===== config.mk =====
export PLATFORM = sky130hd
export DESIGN_NAME = voice_scheduler_flat
export DESIGN_NICKNAME = d
export VERILOG_FILES = /design/src/rtl/voice_scheduler_pkg.sv /design/src/rtl/voice_scheduler_if.sv /design/src/rtl/voice_scheduler_rr_picker.sv /design/src/rtl/voice_scheduler.sv /design/src/flat_wrapper.sv
export SDC_FILE = /design/constraint.sdc
export NUM_CORES = 1
export LEC_CHECK = 0
export CAP_MARGIN = 20
export CORE_MARGIN = 3
export CORE_UTILIZATION = 29
export CTS_BUF_LIST = sky130_fd_sc_hd__clkbuf_2
export DETAILED_ROUTE_END_ITERATION = 16
export GPL_ROUTABILITY_DRIVEN = 1
export MAX_ROUTING_LAYER = met4
export PLACE_DENSITY_LB_ADDON = 0.2
export SLEW_MARGIN = 20
export SYNTH_ARGS = -nofsm -noshare
export SYNTH_HDL_FRONTEND = slang
export SYNTH_HIERARCHICAL = 1
export SYNTH_SLANG_ARGS = --single-unit

===== constraint.sdc =====
create_clock -name clk -period 3.5 [get_ports clk]
set_input_delay 0.7 -clock clk [delete_from_list [all_inputs] [get_ports clk]]
set_output_delay 0.7 -clock clk [all_outputs]
set_load 0.05 [all_outputs]

===== src/rtl/voice_scheduler_pkg.sv =====
// voice_scheduler_pkg
//  Shared definitions for the chord voice scheduler:
//   - default sizes for NUM_VOICES, NOTE_W and DUR_W
//   - REST_NOTE: the note code that means "silence"
//   - AGE_W: width of the per-voice saturating age counters
//   - state_t: scheduler FSM states (IDLE, LOAD)
package voice_scheduler_pkg;

  localparam int NUM_VOICES_DEF = 3;
  localparam int NOTE_W_DEF     = 6;
  localparam int DUR_W_DEF      = 6;
  localparam int REST_NOTE      = 0;
  localparam int AGE_W          = 8;

  typedef enum logic {
    IDLE = 1'b0,
    LOAD = 1'b1
  } state_t;

endpackage


===== src/rtl/voice_scheduler_if.sv =====
// voice_scheduler_if
//  Note stream from the song reader into the scheduler.
//  Signals:
//   note_in      note code (0 = rest)
//   duration_in  duration in beats
//   note_valid   producer holds note_in/duration_in valid
//   note_ready   consumer can take the note this cycle
//  Handshake: a transfer happens on a rising clk edge where note_valid and
//  note_ready are both high. Once note_valid is raised the producer keeps
//  note_in/duration_in stable until that transfer; note_ready may rise and
//  fall freely and never depends combinationally on note_valid.
//  Modports: master = song reader, slave = scheduler.
interface voice_scheduler_if #(
  parameter int NOTE_W = 6,
  parameter int DUR_W  = 6
);
  logic [NOTE_W-1:0] note_in;
  logic [DUR_W-1:0]  duration_in;
  logic              note_valid;
  logic              note_ready;

  modport master (output note_in, output duration_in, output note_valid, input note_ready);
  modport slave  (input note_in, input duration_in, input note_valid, output note_ready);
endinterface


===== src/rtl/voice_scheduler_rr_picker.sv =====
// voice_scheduler_rr_picker
//  Combinational round-robin priority encoder. Scans free_mask starting at
//  index ptr and wrapping, and grants the first set bit.
//  Ports:
//   free_mask     in   N      candidate voices
//   ptr           in   IDX_W  index where the search starts
//   grant_onehot  out  N      one-hot grant (0 when nothing is free)
//   grant_idx     out  IDX_W  binary index of the grant
//   any           out  1      at least one candidate was found
module voice_scheduler_rr_picker #(
  parameter  int N     = 3,
  localparam int IDX_W = $clog2(N)
) (
  input  logic [N-1:0]     free_mask,
  input  logic [IDX_W-1:0] ptr,
  output logic [N-1:0]     grant_onehot,
  output logic [IDX_W-1:0] grant_idx,
  output logic             any
);

  always_comb begin
    int idx;
    grant_onehot = '0;
    grant_idx    = '0;
    any          = 1'b0;
    idx          = 0;
    for (int i = 0; i < N; i++) begin
      idx = (int'(ptr) + i) % N;
      if (!any && free_mask[idx]) begin
        any               = 1'b1;
        grant_idx         = IDX_W'(idx);
        grant_onehot[idx] = 1'b1;
      end
    end
  end

endmodule


===== src/rtl/voice_scheduler.sv =====
// voice_scheduler
//  Allocates notes from the song reader to NUM_VOICES note_player voices.
//  A voice is free when its done flag is high and it is not pending (loaded
//  but its done flag has not yet been seen low). Free voices are picked
//  round-robin starting one past the last loaded voice.
//  Optional feature macro: VOICE_STEAL_EN -- when no voice is free, the
//  oldest busy voice (largest age, lowest index on ties) is reallocated and
//  steal_pulse fires. Without it, note_ready waits for a free voice.
//  Ports:
//   clk, reset      clock, asynchronous active-low reset
//   play            playback enable; low blocks new acceptances
//   note_if         slave side of the note stream (valid/ready)
//   voice_done      per-voice done_with_note from the note_players
//   load_voice      one-hot, 1-cycle load strobe
//   note_out        registered note, stable while load_voice is high
//   duration_out    registered duration, stable while load_voice is high
//   active_count    registered number of busy voices
//   steal_pulse     1-cycle pulse when a busy voice is reallocated
//   fsm_state       current FSM state (debug)
module voice_scheduler
  import voice_scheduler_pkg::*;
#(
  parameter  int NUM_VOICES = NUM_VOICES_DEF,
  parameter  int NOTE_W     = NOTE_W_DEF,
  parameter  int DUR_W      = DUR_W_DEF,
  localparam int CNT_W      = $clog2(NUM_VOICES + 1),
  localparam int IDX_W      = $clog2(NUM_VOICES)
) (
  input  logic                  clk,
  input  logic                  reset,
  input  logic                  play,
  voice_scheduler_if.slave      note_if,
  input  logic [NUM_VOICES-1:0] voice_done,
  output logic [NUM_VOICES-1:0] load_voice,
  output logic [NOTE_W-1:0]     note_out,
  output logic [DUR_W-1:0]      duration_out,
  output logic [CNT_W-1:0]      active_count,
  output logic                  steal_pulse,
  output state_t                fsm_state
);

  state_t                state;
  logic [NUM_VOICES-1:0] pending;
  logic [NUM_VOICES-1:0] free_mask;
  logic [NUM_VOICES-1:0] busy;
  logic [NUM_VOICES-1:0] pick_oh;
  logic [NUM_VOICES-1:0] grant_oh;
  logic [IDX_W-1:0]      pick_idx;
  logic [IDX_W-1:0]      grant_idx;
  logic [IDX_W-1:0]      next_ptr;
  logic [IDX_W-1:0]      rr_ptr;
  logic [CNT_W-1:0]      busy_cnt;
  logic                  any_free;
  logic                  steal_ok;
  logic                  accept;
  logic                  is_rest;

  // A done flag rising in the accept cycle makes that voice free right away.
  assign free_mask = voice_done & ~pending;
  assign busy      = ~voice_done | pending;
  assign fsm_state = state;

  voice_scheduler_rr_picker #(.N(NUM_VOICES)) u_picker (
    .free_mask    (free_mask),
    .ptr          (rr_ptr),
    .grant_onehot (pick_oh),
    .grant_idx    (pick_idx),
    .any          (any_free)
  );

`ifdef VOICE_STEAL_EN
  logic [AGE_W-1:0]      age [NUM_VOICES];
  logic [NUM_VOICES-1:0] old_oh;
  logic [IDX_W-1:0]      old_idx;
  logic [AGE_W-1:0]      best_age;
  logic                  found;

  // Oldest non-free voice; strict '>' keeps the lowest index on ties.
  always_comb begin
    old_oh   = '0;
    old_idx  = '0;
    best_age = '0;
    found    = 1'b0;
    for (int v = 0; v < NUM_VOICES; v++) begin
      if (!free_mask[v] && (!found || age[v] > best_age)) begin
        found     = 1'b1;
        best_age  = age[v];
        old_idx   = IDX_W'(v);
        old_oh    = '0;
        old_oh[v] = 1'b1;
      end
    end
  end

  always_ff @(posedge clk or negedge reset) begin
    if (!reset) begin
      for (int v = 0; v < NUM_VOICES; v++) age[v] <= '0;
    end else begin
      for (int v = 0; v < NUM_VOICES; v++) begin
        if (load_voice[v])
          age[v] <= '0;
        else if (!voice_done[v] && age[v] != {AGE_W{1'b1}})
          age[v] <= age[v] + 1'b1;
      end
    end
  end

  always_ff @(posedge clk or negedge reset) begin
    if (!reset)
      steal_pulse <= 1'b0;
    else
      steal_pulse <= (state == IDLE) && accept && !is_rest && !any_free;
  end

  assign steal_ok  = 1'b1;
  assign grant_oh  = any_free ? pick_oh  : old_oh;
  assign grant_idx = any_free ? pick_idx : old_idx;
`else
  assign steal_ok    = 1'b0;
  assign steal_pulse = 1'b0;
  assign grant_oh    = pick_oh;
  assign grant_idx   = pick_idx;
`endif

  assign note_if.note_ready = play && (state == IDLE) && (any_free || steal_ok);
  assign accept             = note_if.note_valid && note_if.note_ready;
  assign is_rest            = (note_if.note_in == NOTE_W'(REST_NOTE));
  assign next_ptr           = (grant_idx == IDX_W'(NUM_VOICES - 1)) ? '0 : grant_idx + 1'b1;

  always_comb begin
    busy_cnt = '0;
    for (int v = 0; v < NUM_VOICES; v++) busy_cnt = busy_cnt + CNT_W'(busy[v]);
  end

  always_ff @(posedge clk or negedge reset) begin
    if (!reset) begin
      state        <= IDLE;
      load_voice   <= '0;
      note_out     <= '0;
      duration_out <= '0;
      rr_ptr       <= '0;
    end else begin
      load_voice <= '0;
      case (state)
        IDLE: begin
          // Rests are consumed here without touching voices or the pointer.
          if (accept && !is_rest) begin
            note_out     <= note_if.note_in;
            duration_out <= note_if.duration_in;
            load_voice   <= grant_oh;
            rr_ptr       <= next_ptr;
            state        <= LOAD;
          end
        end
        LOAD:    state <= IDLE;
        default: state <= IDLE;
      endcase
    end
  end

  // Pending bridges the gap between the strobe and the note_player
  // dropping its done flag.
  always_ff @(posedge clk or negedge reset) begin
    if (!reset) begin
      pending      <= '0;
      active_count <= '0;
    end else begin
      pending      <= (pending & voice_done) | load_voice;
      active_count <= busy_cnt;
    end
  end

endmodule


===== src/flat_wrapper.sv =====
// flat-port wrapper written by rule: the top's interface ports become plain ports
module voice_scheduler_flat import voice_scheduler_pkg::*;
#(
  parameter  int NUM_VOICES = NUM_VOICES_DEF,
  parameter  int NOTE_W     = NOTE_W_DEF,
  parameter  int DUR_W      = DUR_W_DEF,
  localparam int CNT_W      = $clog2(NUM_VOICES + 1),
  localparam int IDX_W      = $clog2(NUM_VOICES)
)
  (clk, reset, play, voice_done, load_voice, note_out, duration_out, active_count, steal_pulse, fsm_state, note_if_note_in, note_if_duration_in, note_if_note_valid, note_if_note_ready);
  voice_scheduler_if #(.NOTE_W(NOTE_W), .DUR_W(DUR_W)) note_if_i ();
  input  logic clk;
  input  logic reset;
  input  logic play;
  input  logic [NUM_VOICES-1:0] voice_done;
  output logic [NUM_VOICES-1:0] load_voice;
  output logic [NOTE_W-1:0] note_out;
  output logic [DUR_W-1:0] duration_out;
  output logic [CNT_W-1:0] active_count;
  output logic steal_pulse;
  output state_t fsm_state;
  input wire logic [$bits(note_if_i.note_in)-1:0] note_if_note_in;
  input wire logic [$bits(note_if_i.duration_in)-1:0] note_if_duration_in;
  input wire logic [$bits(note_if_i.note_valid)-1:0] note_if_note_valid;
  output wire logic [$bits(note_if_i.note_ready)-1:0] note_if_note_ready;
  assign note_if_i.note_in = note_if_note_in;
  assign note_if_i.duration_in = note_if_duration_in;
  assign note_if_i.note_valid = note_if_note_valid;
  assign note_if_note_ready = note_if_i.note_ready;
  voice_scheduler #(.NUM_VOICES(NUM_VOICES), .NOTE_W(NOTE_W), .DUR_W(DUR_W)) u_core (.clk(clk), .reset(reset), .play(play), .note_if(note_if_i), .voice_done(voice_done), .load_voice(load_voice), .note_out(note_out), .duration_out(duration_out), .active_count(active_count), .steal_pulse(steal_pulse), .fsm_state(fsm_state));
endmodule

# Yosys cells after proc, flatten, opt, wreduce, memory -nomap -nowiden

Cells that the tools add are included.

Flip-flop bits (word level): 23
Bits of input ports: 19
Logic and storage cells: 74

Bitwise operators: 9
Magnitude comparators: 6
Equal/unequal tests: 1
Reduce and logical (&&, ||, !) cells: 14
$add $sub $neg: 5
Mux-type cells: 29
Divide/modulo/power cells: 3

Operators by type and width:

| kind                                                        | number |
|---|---|
| >= comparator 32 x 1 -> 1 bit, second input constant        | 3 |
| less-than comparator 32 x 4 -> 1 bit, second input constant | 3 |
| remainder unit 32 x 3 -> 32 bit, second input constant      | 2 |
| remainder unit 3 x 3 -> 32 bit, second input constant       | 1 |
| 2-to-1 mux 3 bit                                            | 5 |
| 2-to-1 mux 1 bit                                            | 13 |
| bitwise OR 3 bit                                            | 4 |
| logical AND 1 bit                                           | 9 |
| 2-to-1 mux 2 bit                                            | 4 |
| bitwise AND 3 bit                                           | 2 |
| binary-select mux 1 bit (select 2 bit)                      | 3 |
| demux 1 bit (select 2 bit)                                  | 3 |
| zero test 6 bit                                             | 1 |
| NOT 3 bit                                                   | 2 |
| adder 2 x 1 -> 3 bit, second input constant                 | 1 |
| adder 2 x 2 -> 3 bit, second input constant                 | 1 |
| zero test 1 bit                                             | 3 |
| adder 1 x 1 -> 2 bit                                        | 1 |
| adder 2 x 1 -> 2 bit                                        | 1 |
| adder 2 x 1 -> 2 bit, second input constant                 | 1 |
| == test 2 bit, second input constant                        | 1 |
| case mux 1 bit (2 select lines)                             | 1 |
| AND reduction 2 bit                                         | 1 |
| NOT 1 bit                                                   | 1 |

# Logic depth before layout (Yosys ltp)

Gate-level depths: netlist (run 1).

Depth in word-level cells: 17
Gate-level depth with buffers: 13
Depth with buffers taken out: 10

# By module

Netlist (run 1), hierarchy kept.

Modules (own cells, without submodules):

| module                    | instances | seq. area each (um^2) | area each (um^2) | cells an instance |
|---|---|---|---|---|
| voice_scheduler           | 1         | 575.6                 | 930.9            | 62 |
| voice_scheduler_rr_picker | 1         | 0.0                   | 381.6            | 52 |

# Least setup slack after synthesis (run 1)

No wires, ideal clock.

Path type: in2out
Start: input port voice_done[0]
End: output port note_if_note_ready
Arrival time: 2.229 ns
Path slack: 0.571 ns
Path buffers: 0
Stages on the path: 6
Cell sequence: nor2b_1 > mux2i_4 > mux2i_4 > o21bai_1 > nand2_1 > nor2_1

Longest elaborated chain between the ends: 12
Elaborated cells between the ends (all ways): 18
Those cells by class: 12 x mux; 1 x bitwise; 5 x reduce/logical

RTL lines:

| element                                              | line                            | RTL |
|---|---|---|
| start, declared                                      | flat_wrapper.sv:15              | `input logic [NUM_VOICES-1:0] voice_done;` |
| bitwise AND 3 bit *                                  | voice_scheduler.sv:59           | `assign free_mask = voice_done & ~pending;` |
| binary-select mux 1 bit (select 2 bit)               | voice_scheduler_rr_picker.sv:29 | `if (!any && free_mask[idx]) begin` |
| 2-to-1 mux 1 bit (not written as such) (2 in series) | voice_scheduler_rr_picker.sv:29 |  |
| 2-to-1 mux 1 bit                                     | voice_scheduler_rr_picker.sv:29 |  |
| zero test 1 bit                                      | voice_scheduler_rr_picker.sv:29 |  |
| logical AND 1 bit                                    | voice_scheduler_rr_picker.sv:29 |  |
| 2-to-1 mux 1 bit                                     | voice_scheduler_rr_picker.sv:29 |  |
| zero test 1 bit                                      | voice_scheduler_rr_picker.sv:29 |  |
| logical AND 1 bit                                    | voice_scheduler_rr_picker.sv:29 |  |
| 2-to-1 mux 1 bit *                                   | voice_scheduler_rr_picker.sv:29 |  |
| named net u_core.any_free                            | voice_scheduler.sv:53           | `logic any_free;` |
| logical AND 1 bit *                                  | voice_scheduler.sv:125          | `assign note_if.note_ready = play && (state == IDLE) && (any_free \|\| steal_ok);` |
| end, declared                                        | flat_wrapper.sv:25              | `output wire logic [$bits(note_if_i.note_ready)-1:0] note_if_note_ready;` |

Mark *: on every way through the listed nets, which the timed path passes. The rest lies on a longest branch. The select of a mux whose other input is x is not followed.

# Worst setup path after layout (run 1)

Start: input port voice_done[2]
End: output port note_if_note_ready

Longest elaborated chain between the ends: 12
Elaborated cells between the ends (all ways): 18
Those cells by class: 12 x mux; 1 x bitwise; 5 x reduce/logical

RTL lines:

| element                                              | line                            | RTL |
|---|---|---|
| bitwise AND 3 bit *                                  | voice_scheduler.sv:59           |  |
| named net u_core.free_mask[2]                        | voice_scheduler.sv:44           | `logic [NUM_VOICES-1:0] free_mask;` |
| binary-select mux 1 bit (select 2 bit)               | voice_scheduler_rr_picker.sv:29 |  |
| 2-to-1 mux 1 bit (not written as such) (2 in series) | voice_scheduler_rr_picker.sv:29 |  |
| 2-to-1 mux 1 bit                                     | voice_scheduler_rr_picker.sv:29 |  |
| zero test 1 bit                                      | voice_scheduler_rr_picker.sv:29 |  |
| logical AND 1 bit                                    | voice_scheduler_rr_picker.sv:29 |  |
| 2-to-1 mux 1 bit                                     | voice_scheduler_rr_picker.sv:29 |  |
| zero test 1 bit                                      | voice_scheduler_rr_picker.sv:29 |  |
| logical AND 1 bit                                    | voice_scheduler_rr_picker.sv:29 |  |
| 2-to-1 mux 1 bit *                                   | voice_scheduler_rr_picker.sv:29 |  |
| named net u_core.any_free                            | voice_scheduler.sv:53           |  |
| logical AND 1 bit *                                  | voice_scheduler.sv:125          |  |

Marks and branches as above.

==> key figures, run 1 <==
Critical path
  – R2R depth: 9
  – Buf+Inv Stages, Crit Path: 3
  – Critical path class: in -> out
  – Worst-path maximum fanout: 8
  – RR Startpoint: u_core/rr_ptr[1]$_DFFE_PN0P_
  – FF-to-FF End: u_core/rr_ptr[0]$_DFFE_PN0P_
  – Levels on crit path: 9
  – Largest stage delay on the critical path: 0.48 ns
  – Worst path cell trace: clkdlybuf4s50_1, nand2b_1, inv_1, nand2b_1, mux2i_4, o21bai_1, nand2_1, nor2_1, buf_12
  – Worst Path Arrival: 2.53 ns
  – Cell family with most CP delay: buffers and inverters
  – CP dominant cell by count: nand2b_1
  – End of the critical path: note_if_note_ready
  – Crit path from: voice_done[2]
  – Critical Path End Type: output pin
  – WP data required: 2.80 ns
  – Critical Path Source Type: primary input
  – FF-to-FF setup slack: 0.97 ns
  – Worst path slowest cell: clkdlybuf4s50_1

CTS
  – CTS tree: yes
  – Clock Sinks: 23
  – Clock transition at the registers of the reported paths: 0.21 ns
  – Worst-case clock buffer depth: 2
  – Hold_buf cts: 0
  – H-tree Lvls: 1
  – Post-CTS setup buffers: 0
  – Total CTS buffers: 3
  – Post-CTS sizing: 0
  – CTS root buf: clkbuf_2
  – Worst skew pair latency: 0.33 ns

Timing
  – Clk_skew: 0.0123 ns
  – Worst hold margin: 0.299 ns
  – Final setup fails: 0
  – RSZ-0062 raised after global routing: no
  – Fmax: 0.310 GHz
  – Tmin final: 3.23 ns
  – Worst setup margin: 0.273 ns
  – Slew @ Worst Pin: 0.511 ns
  – Final Hold Viols: 0
  – Pins Over Slew Limit: 0
  – Final cycle utilization of the critical path: 92.2%
  – Setup TNS: 0 ns
  – Slew HR: 65.8%

Final layout
  – Diode count: 0
  – Share of layout cells above drive strength 1: 17.9%
  – Commonest non-fill, non-tap cell in the layout: clkdlybuf4s50_1
  – Area Growth Syn to Fin: 32.0%
  – Final net count: 176
  – Most frequent cells in the layout: clkdlybuf4s50_1 (35), dfrtp_1 (23), inv_1 (8)
  – Design area: 1730 sq um

Floorplanning
  – Std-Cell Rows: 23
  – Starting Density: 31.5%
  – IO Count: 39
  – Die Width: 73.3 microns
  – Die area: 5370 sq um
  – Core Region: 4170 sq um
  – Overall die height: 73.3 microns

Placement
  – Placer Congestion: 0.825
  – DPL Wire Length: 2240 microns
  – Placement-stage worst setup slack: 0.295 ns
  – PortBufs: 37
  – Placed inst area: 1720 sq um

GRT
  – GR Util All Layers: 11.5%
  – First-pass GRT wire length: 4710 microns
  – Largest net degree at the start of global routing: 24
  – GRT Residual Overflow: 0
  – Vias in the first global route: 971
  – Initial antenna violation count: 0

Logic synthesis
  – Synth Area in Adders: 5.34%
  – Mux cell area share after synthesis: 12.8%
  – Syn_area_per_cell: 11.5 sq um
  – Compound-cell area share of the yosys netlist: 17.6%
  – Synthesized area: 1310 sq um
  – Largest family of logic cells by synthesized area: compound AO/OA/AOI/OAI gates
  – Post-Synth Simple-Gate Area: 13.3%
  – Yosys reg bits: 23
  – Post-synth EDFFs: 0
  – Yosys cell types: 43
  – Sequential fraction of the synthesis area: 43.9%
  – Post-synth ARST share: 100%
  – Primary FF master, synth: dfrtp_1
  – Ys Warns: 6
  – Synth Instances: 114
  – XOR/XNOR Fraction of Synth Area: 0%
  – Synthesized Nets: 138

Drt
  – Number of vias in the routed layout: 988
  – DR WL/cell: 14.2 microns
  – Initial drt markers: 38
  – Routed WL: 2860 microns
  – ANT nets after route: 0
  – Routed vias/inst: 4.92
  – Pre-antenna DRT Iters: 4
  – DRC violation count after routing: 0

Flow run
  – Max cap viols: 0

Power and ir drop
  – PwrDens: 1020 nW/um^2
  – Max VDD drop: 0.428 mV
  – Leakage: 0.000789 uW

Outcome
  – Status: finished, final reports clean

Min path
  – Tightest Hold Check Type: in -> async
cells in the mapped netlist (3+ instances only):
library cell / number / share of area [%]
dfrtp_1: 23 / 44
and2_2: 3 / 1.7
mux2_4: 6 / 6.9
nand2_1: 4 / 1.1
a22o_1: 5 / 3.3
inv_1: 8 / 2.3
nor2_1: 7 / 2.0
ha_1: 4 / 3.8
a21oi_1: 7 / 2.7
a21o_1: 3 / 1.7
nand2b_1: 5 / 2.4
registers in the layout (all words and copies together), names as in the netlist:
name,cells
u_core/active_count,2
u_core/fsm_state,1
u_core/load_voice,3
u_core/pending,3
u_core/duration_out,6
u_core/rr_ptr,2
u_core/note_out,6
cells by family after synthesis:
family,Yosys count
fa+ha+maj,5
mux,11
other cells,1
buf+inv,15
compound gates,29
simple gates,30
flops,23
how the worst min path moves through the flow:
stage,from,endpoint,depth (start not counted)
6_report,reset,u_core/duration_out[3]$_DFFE_PN0P_,1
5_1_grt,reset,u_core/note_out[4]$_DFFE_PN0P_,1
4_1_cts,u_core/load_voice[1]$_DFF_PN0_,u_core/pending[1]$_DFF_PN0_,1
3_5_place_dp,u_core/load_voice[1]$_DFF_PN0_,u_core/pending[1]$_DFF_PN0_,1
3_3_place_gp,u_core/load_voice[2]$_DFF_PN0_,u_core/pending[2]$_DFF_PN0_,1
2_1_floorplan,reset,u_core/active_count[0]$_DFF_PN0_,0
per-stage QoR:
step	cells	total power, uW	utilization [%]
3_5_place_dp	197	1680	41.2
4_1_cts	201	1790	41.6
5_1_grt	201	1890	41.5
6_report	201	1770	41.5
3_3_place_gp	197	1670	41.2
2_1_floorplan	114	1360	-
power by group:
part,switching [uW],internal (uW)
Clock,75.4,25.9
Combinational,724,505
Sequential,66.0,377
metal layers:
layer  vias to the layer above  wire length [microns]  track usage (%)
met3                         2                    106             2.87
met2                        18                   1470             18.7
met5                         -                      0                -
li1                        480                      -                -
met4                         0                     10             1.84
met1                       488                   1270             14.8
final cells by class:
type / instances / area (sq um)
inverters: 9 / 36.3
well taps: 50 / 62.6
multi-input cells: 76 / 648
clock buffers: 3 / 15.0
flip-flops and latches: 23 / 576
clock inverters: 1 / 5.00
repair buffers: 39 / 390
fillers: 405 / 2440
No activity file was read; power rests on OpenSTA's default activity.
==> inputs of run 2 (changes only) <==
- ABC_AREA: not set -> 1
- PLACE_DENSITY: not set -> 0.56
- PLACE_DENSITY_LB_ADDON: 0.2 -> not set
==> run 2 against run 1 <==
Effect of this change: global-route usage increased by 0.57 points; critical path depth up 2; clock-buffer cell count unchanged; sequential power is essentially flat; clock power rose by 4%; critical path type unchanged; critical endpoint unchanged; largest cell class is now flip-flops and latches.
==> key figures, run 2 <==
Drt
  – Pre-antenna DRT Iters: 4
  – Initial drt markers: 37
  – Max layer used: met3
  – Routed vias/inst: 4.30
  – DRC violation count after routing: 0
  – Routed WL: 2830 microns
  – ANT nets after route: 0
  – DR WL/cell: 11.2 microns
  – WL met3: 179 microns
  – M1 WL: 1380 microns
  – Met2 wire length: 1280 microns
  – Number of vias in the routed layout: 1089

Logic synthesis
  – Synth top cells by count: nand2_1 (53), dfrtp_1 (23), nand3_1 (23), inv_1 (22), nor2_1 (12)
  – Leading area contributor after synthesis: dfrtp_1
  – Syn_area_per_cell: 7.82 sq um
  – Ys Warns: 6
  – Sequential fraction of the synthesis area: 44.9%
  – Top-count cell post-synth: nand2_1
  – Primary FF master, synth: dfrtp_1
  – Top cells by area, synth: dfrtp_1 (45%), nand2_1 (16%), nand3_1 (9.0%)
  – Post-synth ARST share: 100%
  – Synthesized area: 1280 sq um
  – Synth Instances: 164
  – Yosys reg bits: 23
  – Synthesized Nets: 188
  – Post-synth EDFFs: 0
  – Yosys cell types: 22
  – Top cell type's share of synthesized area: 44.9%

Timing
  – Clk_skew: 0.0101 ns
  – Final Hold Viols: 0
  – Final cycle utilization of the critical path: 87.9%
  – Tmin final: 3.08 ns
  – Fmax: 0.325 GHz
  – Setup TNS: 0 ns
  – Slew @ Worst Pin: 0.510 ns
  – Pins Over Slew Limit: 0
  – Slew HR: 65.9%
  – RSZ-0062 raised after global routing: no
  – Final setup fails: 0

CTS
  – Clock Sinks: 23
  – CTS tree: yes
  – Clock transition at the registers of the reported paths: 0.22 ns
  – Worst-case clock buffer depth: 2
  – Post-CTS setup buffers: 0
  – CTS root buf: clkbuf_2
  – Hold_buf cts: 0
  – H-tree Lvls: 1
  – Post-CTS sizing: 0
  – Worst skew pair latency: 0.32 ns
  – Total CTS buffers: 3

GRT
  – Largest net degree at the start of global routing: 24
  – First-pass GRT wire length: 4930 microns
  – Vias in the first global route: 1159
  – GR Util All Layers: 12.1%
  – Initial antenna violation count: 0
  – GRT Residual Overflow: 0

Floorplanning
  – Overall die height: 72.5 microns
  – IO Count: 39
  – Die Width: 72.5 microns
  – Std-Cell Rows: 23
  – Core Region: 4140 sq um
  – Die area: 5260 sq um
  – Starting Density: 30.9%

Power and ir drop
  – Logic gate share of total power: 67.4%
  – PwrDens: 972 nW/um^2
  – Clock share of power: 6.2%
  – Power share of the sequential group: 26.3%
  – Max VDD drop: 0.398 mV
  – Leakage: 0.000927 uW
  – Switching share of power: 53.2%
  – Psw: 893 uW
  – Int Pwr: 787 uW

Final layout
  – Most frequent cells in the layout: nand2_1 (53), clkdlybuf4s50_1 (36), nand3_1 (23), dfrtp_1 (23), inv_1 (22)
  – Commonest non-fill, non-tap cell in the layout: nand2_1
  – Largest registers: u_core/duration_out: 6 flops, u_core/note_out: 6 flops
  – Diode count: 0
  – Share of layout cells above drive strength 1: 10.8%
  – Final net count: 228
  – Area Growth Syn to Fin: 34.8%
  – Util after Layout: 41.7%

Placement
  – DPL Wire Length: 2240 microns
  – Placer Congestion: 0.780
  – PortBufs: 37

Outcome
  – Status: finished, final reports clean

Critical path
  – WP data required: 2.80 ns
  – Worst-path maximum fanout: 6
  – Critical Path End Type: output pin
  – Critical Path Source Type: primary input
  – Critical path class: in -> out
  – Worst Path Arrival: 2.38 ns

Flow run
  – Max cap viols: 0

Min path
  – Tightest Hold Check Type: reg -> reg
run 2: cell types whose count changed in the layout (fill, tap and decap cells not counted), sizes merged, moves of 3 or more:
cell,previous run,this run
nor2,7,13
a22o,7,0
and2,3,0
inv,9,28
a21oi,7,0
nand2,4,56
mux2i,3,0
nand3,2,26
mux2,8,0
nand2b,5,0
run 2: area by class of cell:
cell class              instances  area, sq um
fillers                       437         2410
multi-input cells             108          567
clock buffers                   3         15.0
repair buffers                 39          395
flip-flops and latches         23          576
well taps                      50         62.6
clock inverters                 1         5.00
inverters                      29          109
run 2: routing by layer:
layer / up-vias / global-route usage, %
li1: 571 / -
met1: 485 / 14.8
met2: 33 / 19.9
met3: 0 / 3.19
met4: 0 / 2.87
met5: - / -
run 2: path summary, 6_finish.rpt:
kind | endpoint | slack, ns | start | cells past startpoint
max | note_if_note_ready | 0.42 | voice_done[2] | 11
min | u_core/duration_out[4]$_DFFE_PN0P_ | 0.50 | u_core/duration_out[4]$_DFFE_PN0P_ | 2
max reg2reg | u_core/rr_ptr[1]$_DFFE_PN0P_ | 1.28 | u_core/rr_ptr[0]$_DFFE_PN0P_ | 10
min reg2reg | u_core/duration_out[4]$_DFFE_PN0P_ | 0.50 | u_core/duration_out[4]$_DFFE_PN0P_ | 2
max in group asynchronous | u_core/rr_ptr[1]$_DFFE_PN0P_ | 2.57 | reset | 2
min in group asynchronous | u_core/pending[1]$_DFF_PN0_ | 0.69 | reset | 2
run 2: cells by family (layout without fill, tap and decap cells):
logic type      after synthesis  count (layout)  share of synthesized area, %
compound gates                6               6                          4.49
fa+ha+maj                     5               5                          5.46
buf+inv                      33              72                          10.9
flops                        23              23                          44.9
other cells                   1               1                         0.292
simple gates                 96              96                          34.0
run 2: critical path: stages:
cell and delay (ns):
clkdlybuf4s50_1 0.48, inv_1 0.04, nor2_1 0.23, inv_2 0.11, o21ai_2 0.17, nand2_4 0.09, nand2_1 0.09, or2_1 0.12
nand3_2 0.10, inv_1 0.11, buf_12 0.14
run 2: per-stage QoR:
step	total power (uW)	area, sq um	std cells	hold slack, ns	worst slack, ns
6_report	1680	1730	253	0.499	0.425
5_1_grt	1840	1730	253	0.521	0.231
4_1_cts	1710	1730	253	0.502	0.402
3_5_place_dp	1590	1710	249	0.454	0.411
3_3_place_gp	1580	1710	249	0.457	0.420
2_1_floorplan	1260	1280	164	0.404	0.949
run 2: power groups by stage:
stage | sequential (uW) | combinational [uW] | clock, uW
floorplan | 750 | 507 | 0
global placement | 447 | 1140 | 0
detailed placement | 447 | 1150 | 0
CTS | 444 | 1150 | 114
global route | 460 | 1250 | 127
finish | 442 | 1130 | 105
